File: src/rtl/io_port_unit.sv
// Memory-mapped I/O window: OUT port, synchronized IN port with change flag, and a free-running TIMER.
// The TIMER register is built only when IO_TIMER_EN is defined; otherwise offset 0xC reads 0.
module io_port_unit #(
  parameter logic [31:0] BASE_ADDRESS = 32'h1001_0200
) (
  input  logic        clk,
  input  logic        reset,
  input  logic        MemWrite,
  input  logic        MemRead,
  input  logic [31:0] Address,
  input  logic [31:0] WriteData,
  input  logic [7:0]  PortIn,
  output logic        IOSelect,
  output logic [31:0] IOReadData,
  output logic [31:0] PortOut
);

  logic        hit_s;
  logic [1:0]  offset_s;
  logic        writeEn_s;
  logic        readIn_s;
  logic [31:0] outNext_s;
  logic        changeNext_s;
  logic [31:0] timerValue_s;
  logic        unusedAddr_s;

  logic [31:0] outValue_r;
  logic [7:0]  sync1_r;
  logic [7:0]  sync2_r;
  logic [7:0]  prev_r;
  logic        change_r;

  assign unusedAddr_s = ^Address[1:0];

  // Window decode and per-register strobes
  always_comb begin
    hit_s     = (Address[31:4] == BASE_ADDRESS[31:4]);
    offset_s  = Address[3:2];
    IOSelect  = hit_s & (MemRead | MemWrite);
    writeEn_s = IOSelect & MemWrite;
    readIn_s  = IOSelect & MemRead & (offset_s == 2'd1);
  end

  // Next-state for OUT and the CHANGE flag; a new edge on the synchronized input beats a clearing read
  always_comb begin
    outNext_s = outValue_r;
    if (writeEn_s && (offset_s == 2'd0)) begin
      outNext_s = WriteData;
    end else begin
      outNext_s = outValue_r;
    end
    changeNext_s = change_r;
    if (sync2_r != prev_r) begin
      changeNext_s = 1'b1;
    end else if (readIn_s) begin
      changeNext_s = 1'b0;
    end else begin
      changeNext_s = change_r;
    end
  end

  // OUT register, input synchronizer chain and change detector state
  always_ff @(posedge clk) begin
    if (reset) begin
      outValue_r <= 32'd0;
      sync1_r    <= 8'd0;
      sync2_r    <= 8'd0;
      prev_r     <= 8'd0;
      change_r   <= 1'b0;
    end else begin
      outValue_r <= outNext_s;
      sync1_r    <= PortIn;
      sync2_r    <= sync1_r;
      prev_r     <= sync2_r;
      change_r   <= changeNext_s;
    end
  end

`ifdef IO_TIMER_EN
  logic [31:0] timer_r;

  // Free-running counter; a store replaces that cycle's increment
  always_ff @(posedge clk) begin
    if (reset) begin
      timer_r <= 32'd0;
    end else if (writeEn_s && (offset_s == 2'd3)) begin
      timer_r <= WriteData;
    end else begin
      timer_r <= timer_r + 32'd1;
    end
  end

  assign timerValue_s = timer_r;
`else
  assign timerValue_s = 32'd0;
`endif

  assign PortOut = outValue_r;

  // Zero-latency load data; shows pre-write contents when a store happens in the same cycle
  always_comb begin
    IOReadData = 32'd0;
    if (IOSelect && MemRead) begin
      case (offset_s)
        2'd0:    IOReadData = outValue_r;
        2'd1:    IOReadData = {24'd0, sync2_r};
        2'd2:    IOReadData = {31'd0, change_r};
        2'd3:    IOReadData = timerValue_s;
        default: IOReadData = 32'd0;
      endcase
    end else begin
      IOReadData = 32'd0;
    end
  end

endmodule

File: config.mk
export PLATFORM = sky130hd
export DESIGN_NAME = io_port_unit
export DESIGN_NICKNAME = d
export VERILOG_FILES = /design/src/rtl/io_port_unit.sv
export SDC_FILE = /design/constraint.sdc
export NUM_CORES = 1
export LEC_CHECK = 0
export CAP_MARGIN = 20
export CELL_PAD_IN_SITES_DETAIL_PLACEMENT = 1
export CELL_PAD_IN_SITES_GLOBAL_PLACEMENT = 2
export CORE_MARGIN = 2
export CORE_UTILIZATION = 23
export DETAILED_ROUTE_END_ITERATION = 10
export GPL_ROUTABILITY_DRIVEN = 1
export PLACE_DENSITY = 0.89
export REMOVE_ABC_BUFFERS = 1
export SLEW_MARGIN = 20
export SYNTH_ARGS = -nofsm -noshare
export SYNTH_HDL_FRONTEND = slang
export SYNTH_SLANG_ARGS = --single-unit
File: constraint.sdc
create_clock -name clk -period 5.2 [get_ports clk]
set_input_delay 1.3 -clock clk [delete_from_list [all_inputs] [get_ports clk]]
set_output_delay 1.3 -clock clk [all_outputs]
set_load 0.02 [all_outputs]
==> results.toml <==
[sta]
fin_skew_ps = 2.06
setup-violations-final = 0
setup_tns_ps = 0
fin_crit_sh_pct = 96.9
maxSlewHeadroom_pct = 54.1
slew_viol_final = 0
rsz0062_at_grt = "false"
clock.fmax_mhz = 198
fin_crit_ps = 5040
hold_violations = 0
worst_slew_pin_slew_ps = 689

[worst_setup_path]
cp-end-kind = "primary output"
timing.rr.end = "change_r"
critPathLaunchType = "primary input"
path_delay_family = "buffers and inverters"
crit_type = "primary input to primary output"
timing.critical_path.cells = "clkdlybuf4s50_1 -> nor4_2 -> nand4_2 -> buf_4 -> nor3_2 -> buf_4 -> a22o_1 -> clkdlybuf4s50_1"
crit_buf_inv = 4
max_stage_delay_ps = 610
required_ps = 3900
worstPathArrival_ps = 3740
rr_startpoint = "sync2_r[6]"
reg2reg_slack_ps = 4000
critical_path.slowest_cell = "clkdlybuf4s50_1"
r2r_cells = 3
path_max_fanout = 7

[clock_tree]
cts_buffer_depth = 2
cts_buffers = 9
cts_hold_buffers = 0
cts_max_level = 3
cts_tree = "built"
clock_latency_ps = 320
cts_setup_buffers = 0
cts-root-buf = "clkbuf_8"
cts.clk_slew.worst_paths_ps = 60
cts_resized = 0
clkSinkCount = 57

[yosys]
syn_area_per_cell_sq_um = 9.43
yosysSeqAreaShare_pct = 44.3
synth-edff-count = 0
ys_ff_latch = 57
yosysWarnings = 0
ys_async_sr_fraction_pct = 0
ys.flop_type = "dfxtp_1"
syn_area_sq_um = 2570
netlist_instances = 273
ys_types = 29

[detailed_routing]
drtIter0Drc = 73
drc = 0
wl_per_cell_um = 17.1
vias = 2710
routed_wl_mm = 9.33
drt-pass1-iter-count = 4
viasPerCell = 4.95
ant_nets = 0

[global_route]
grt_pass1_vias = 2870
grt_max_degree = 58
grt.overflow.total = 0
grt_pass1_wl_mm = 14.7
antenna_found_initial = 0
grt_usage_pct = 15.8

[placement]
routabilityCongestion = 0.733
post-dp-hpwl_mm = 6.43
placed_cell_area_sq_um = 4090
port-buffer-count = 138

[power_and_ir_drop]
cellLeakagePower_uw = 0.00147
sw_frac_of_total_pct = 21.5
powerDensity_nw_per_um2 = 222
pwr-share-clk_pct = 43.1
p_seq_share_pct = 47.1
power_frac_comb_pct = 9.8
p_sw_uw = 205
total_power_uw = 953
p_int_uw = 748
vdd_drop_max_mv = 0.108

[finish]
drive_above_1_share_pct = 9.34
fill_cells = 1263
nets = 479
fin_area_sq_um = 4290
num_antenna_cells = 0
multiInputGateArea_sq_um = 1310
seq_area_sq_um = 1140
area_growth_pct = 66.6

[floorplan]
die-area_sq_um = 12100
ios = 141
dieWidth_um = 110
die-height_um = 110
core-area_sq_um = 10900
rows = 38
initial_core_util_pct = 23.6

[worst_hold_path]
hold_end = "sync2_r[4]"
min_from = "sync1_r[4]"
hold_class = "flop to flop"
hold_depth = 1

[run_status]
outcome = "completed"

[run]
drv_cap = 0
worst max path at each step:
stage / from / endpoint / slack (ps) / cells after the start
4_1_cts: Address[25] / IOReadData[4] / 120 / 8
6_report: Address[25] / IOReadData[4] / 160 / 8
3_5_place_dp: Address[25] / IOReadData[4] / 140 / 8
2_1_floorplan: Address[14] / IOReadData[1] / 490 / 4
3_3_place_gp: Address[18] / IOReadData[4] / 180 / 8
5_1_grt: Address[14] / IOReadData[4] / 2 / 7
power groups by stage:
stage	Combinational, uW	Sequential (uW)	Clock, uW
after floorplan	20.3	457	0
after global placement	91.5	458	0
after detailed placement	93.7	458	0
after CTS	94.2	449	428
after global routing	101	449	447
final	93.3	449	411
flip-flops by register name, summed over array words and instances, names as in the netlist:
| name | count |
|---|---|
| prev_r | 8 |
| sync1_r | 8 |
| change_r | 1 |
| PortOut | 32 |
| sync2_r | 8 |
metrics by stage:
step	cells	worst slack, ps	utilization (%)	hold slack [ps]
after detailed placement	532	140	37.6	426
after floorplan	244	485	-	414
after global placement	532	179	37.5	418
after global routing	547	2.46	39.4	462
after CTS	547	121	39.3	447
final	547	162	39.4	438
routing by layer:
metal	track usage, %	share of wire [%]	wire length [um]	up-vias
li1	-	-	-	1279
met1	19.1	44	4130	1326
met2	27.8	49	4560	96
met3	3.56	5.9	549	9
met4	4.25	1.0	93	0
met5	0	0	0	-
synthesized netlist by cell type (all sizes together) (2+ instances only):
library cell | number | area [sq um]
a21oi | 32 | 160
a22o | 7 | 61.3
and2 | 24 | 150
and4 | 2 | 17.5
buf | 13 | 67.6
clkbuf | 16 | 60.1
dfxtp | 57 | 1140
nand2 | 2 | 7.51
nand4 | 34 | 225
nor2b | 25 | 156
nor4 | 7 | 83.8
nor4b | 3 | 53.8
o31ai | 33 | 248
xor2 | 8 | 70.1
logic make-up after synthesis:
| logic type | Yosys count | share of synthesized area, % |
|---|---|---|
| compound gates | 76 | 19.4 |
| xor+xnor | 8 | 2.72 |
| buf+inv | 30 | 5.10 |
| flops | 57 | 44.3 |
| mux | 1 | 0.389 |
| simple gates | 101 | 28.0 |
layout make-up:
cell class                 instances  area share, %
clock buffer                      12           3.62
clock inverter                     3          0.934
inverter                           1         0.0876
multi-input combinational        186           30.4
sequential                        57           26.6
tap                              140           4.09
timing repair buffer             148           34.2
cells in the final DEF (no fill, tap or decap), types with 2 or more instances in the layout:
master / instances
a21oi_1: 32
clkinv_2: 2
xor2_1: 8
dfxtp_1: 57
nor4_1: 2
buf_4: 10
clkbuf_8: 11
and2_1: 24
nand4_1: 32
clkdlybuf4s50_1: 137
nor4b_2: 2
nor2b_1: 24
nand4_2: 2
o31ai_1: 33
a22o_1: 7
nand2_1: 2
nor4_2: 4
Note: power is estimated with default switching activity, not from simulation.
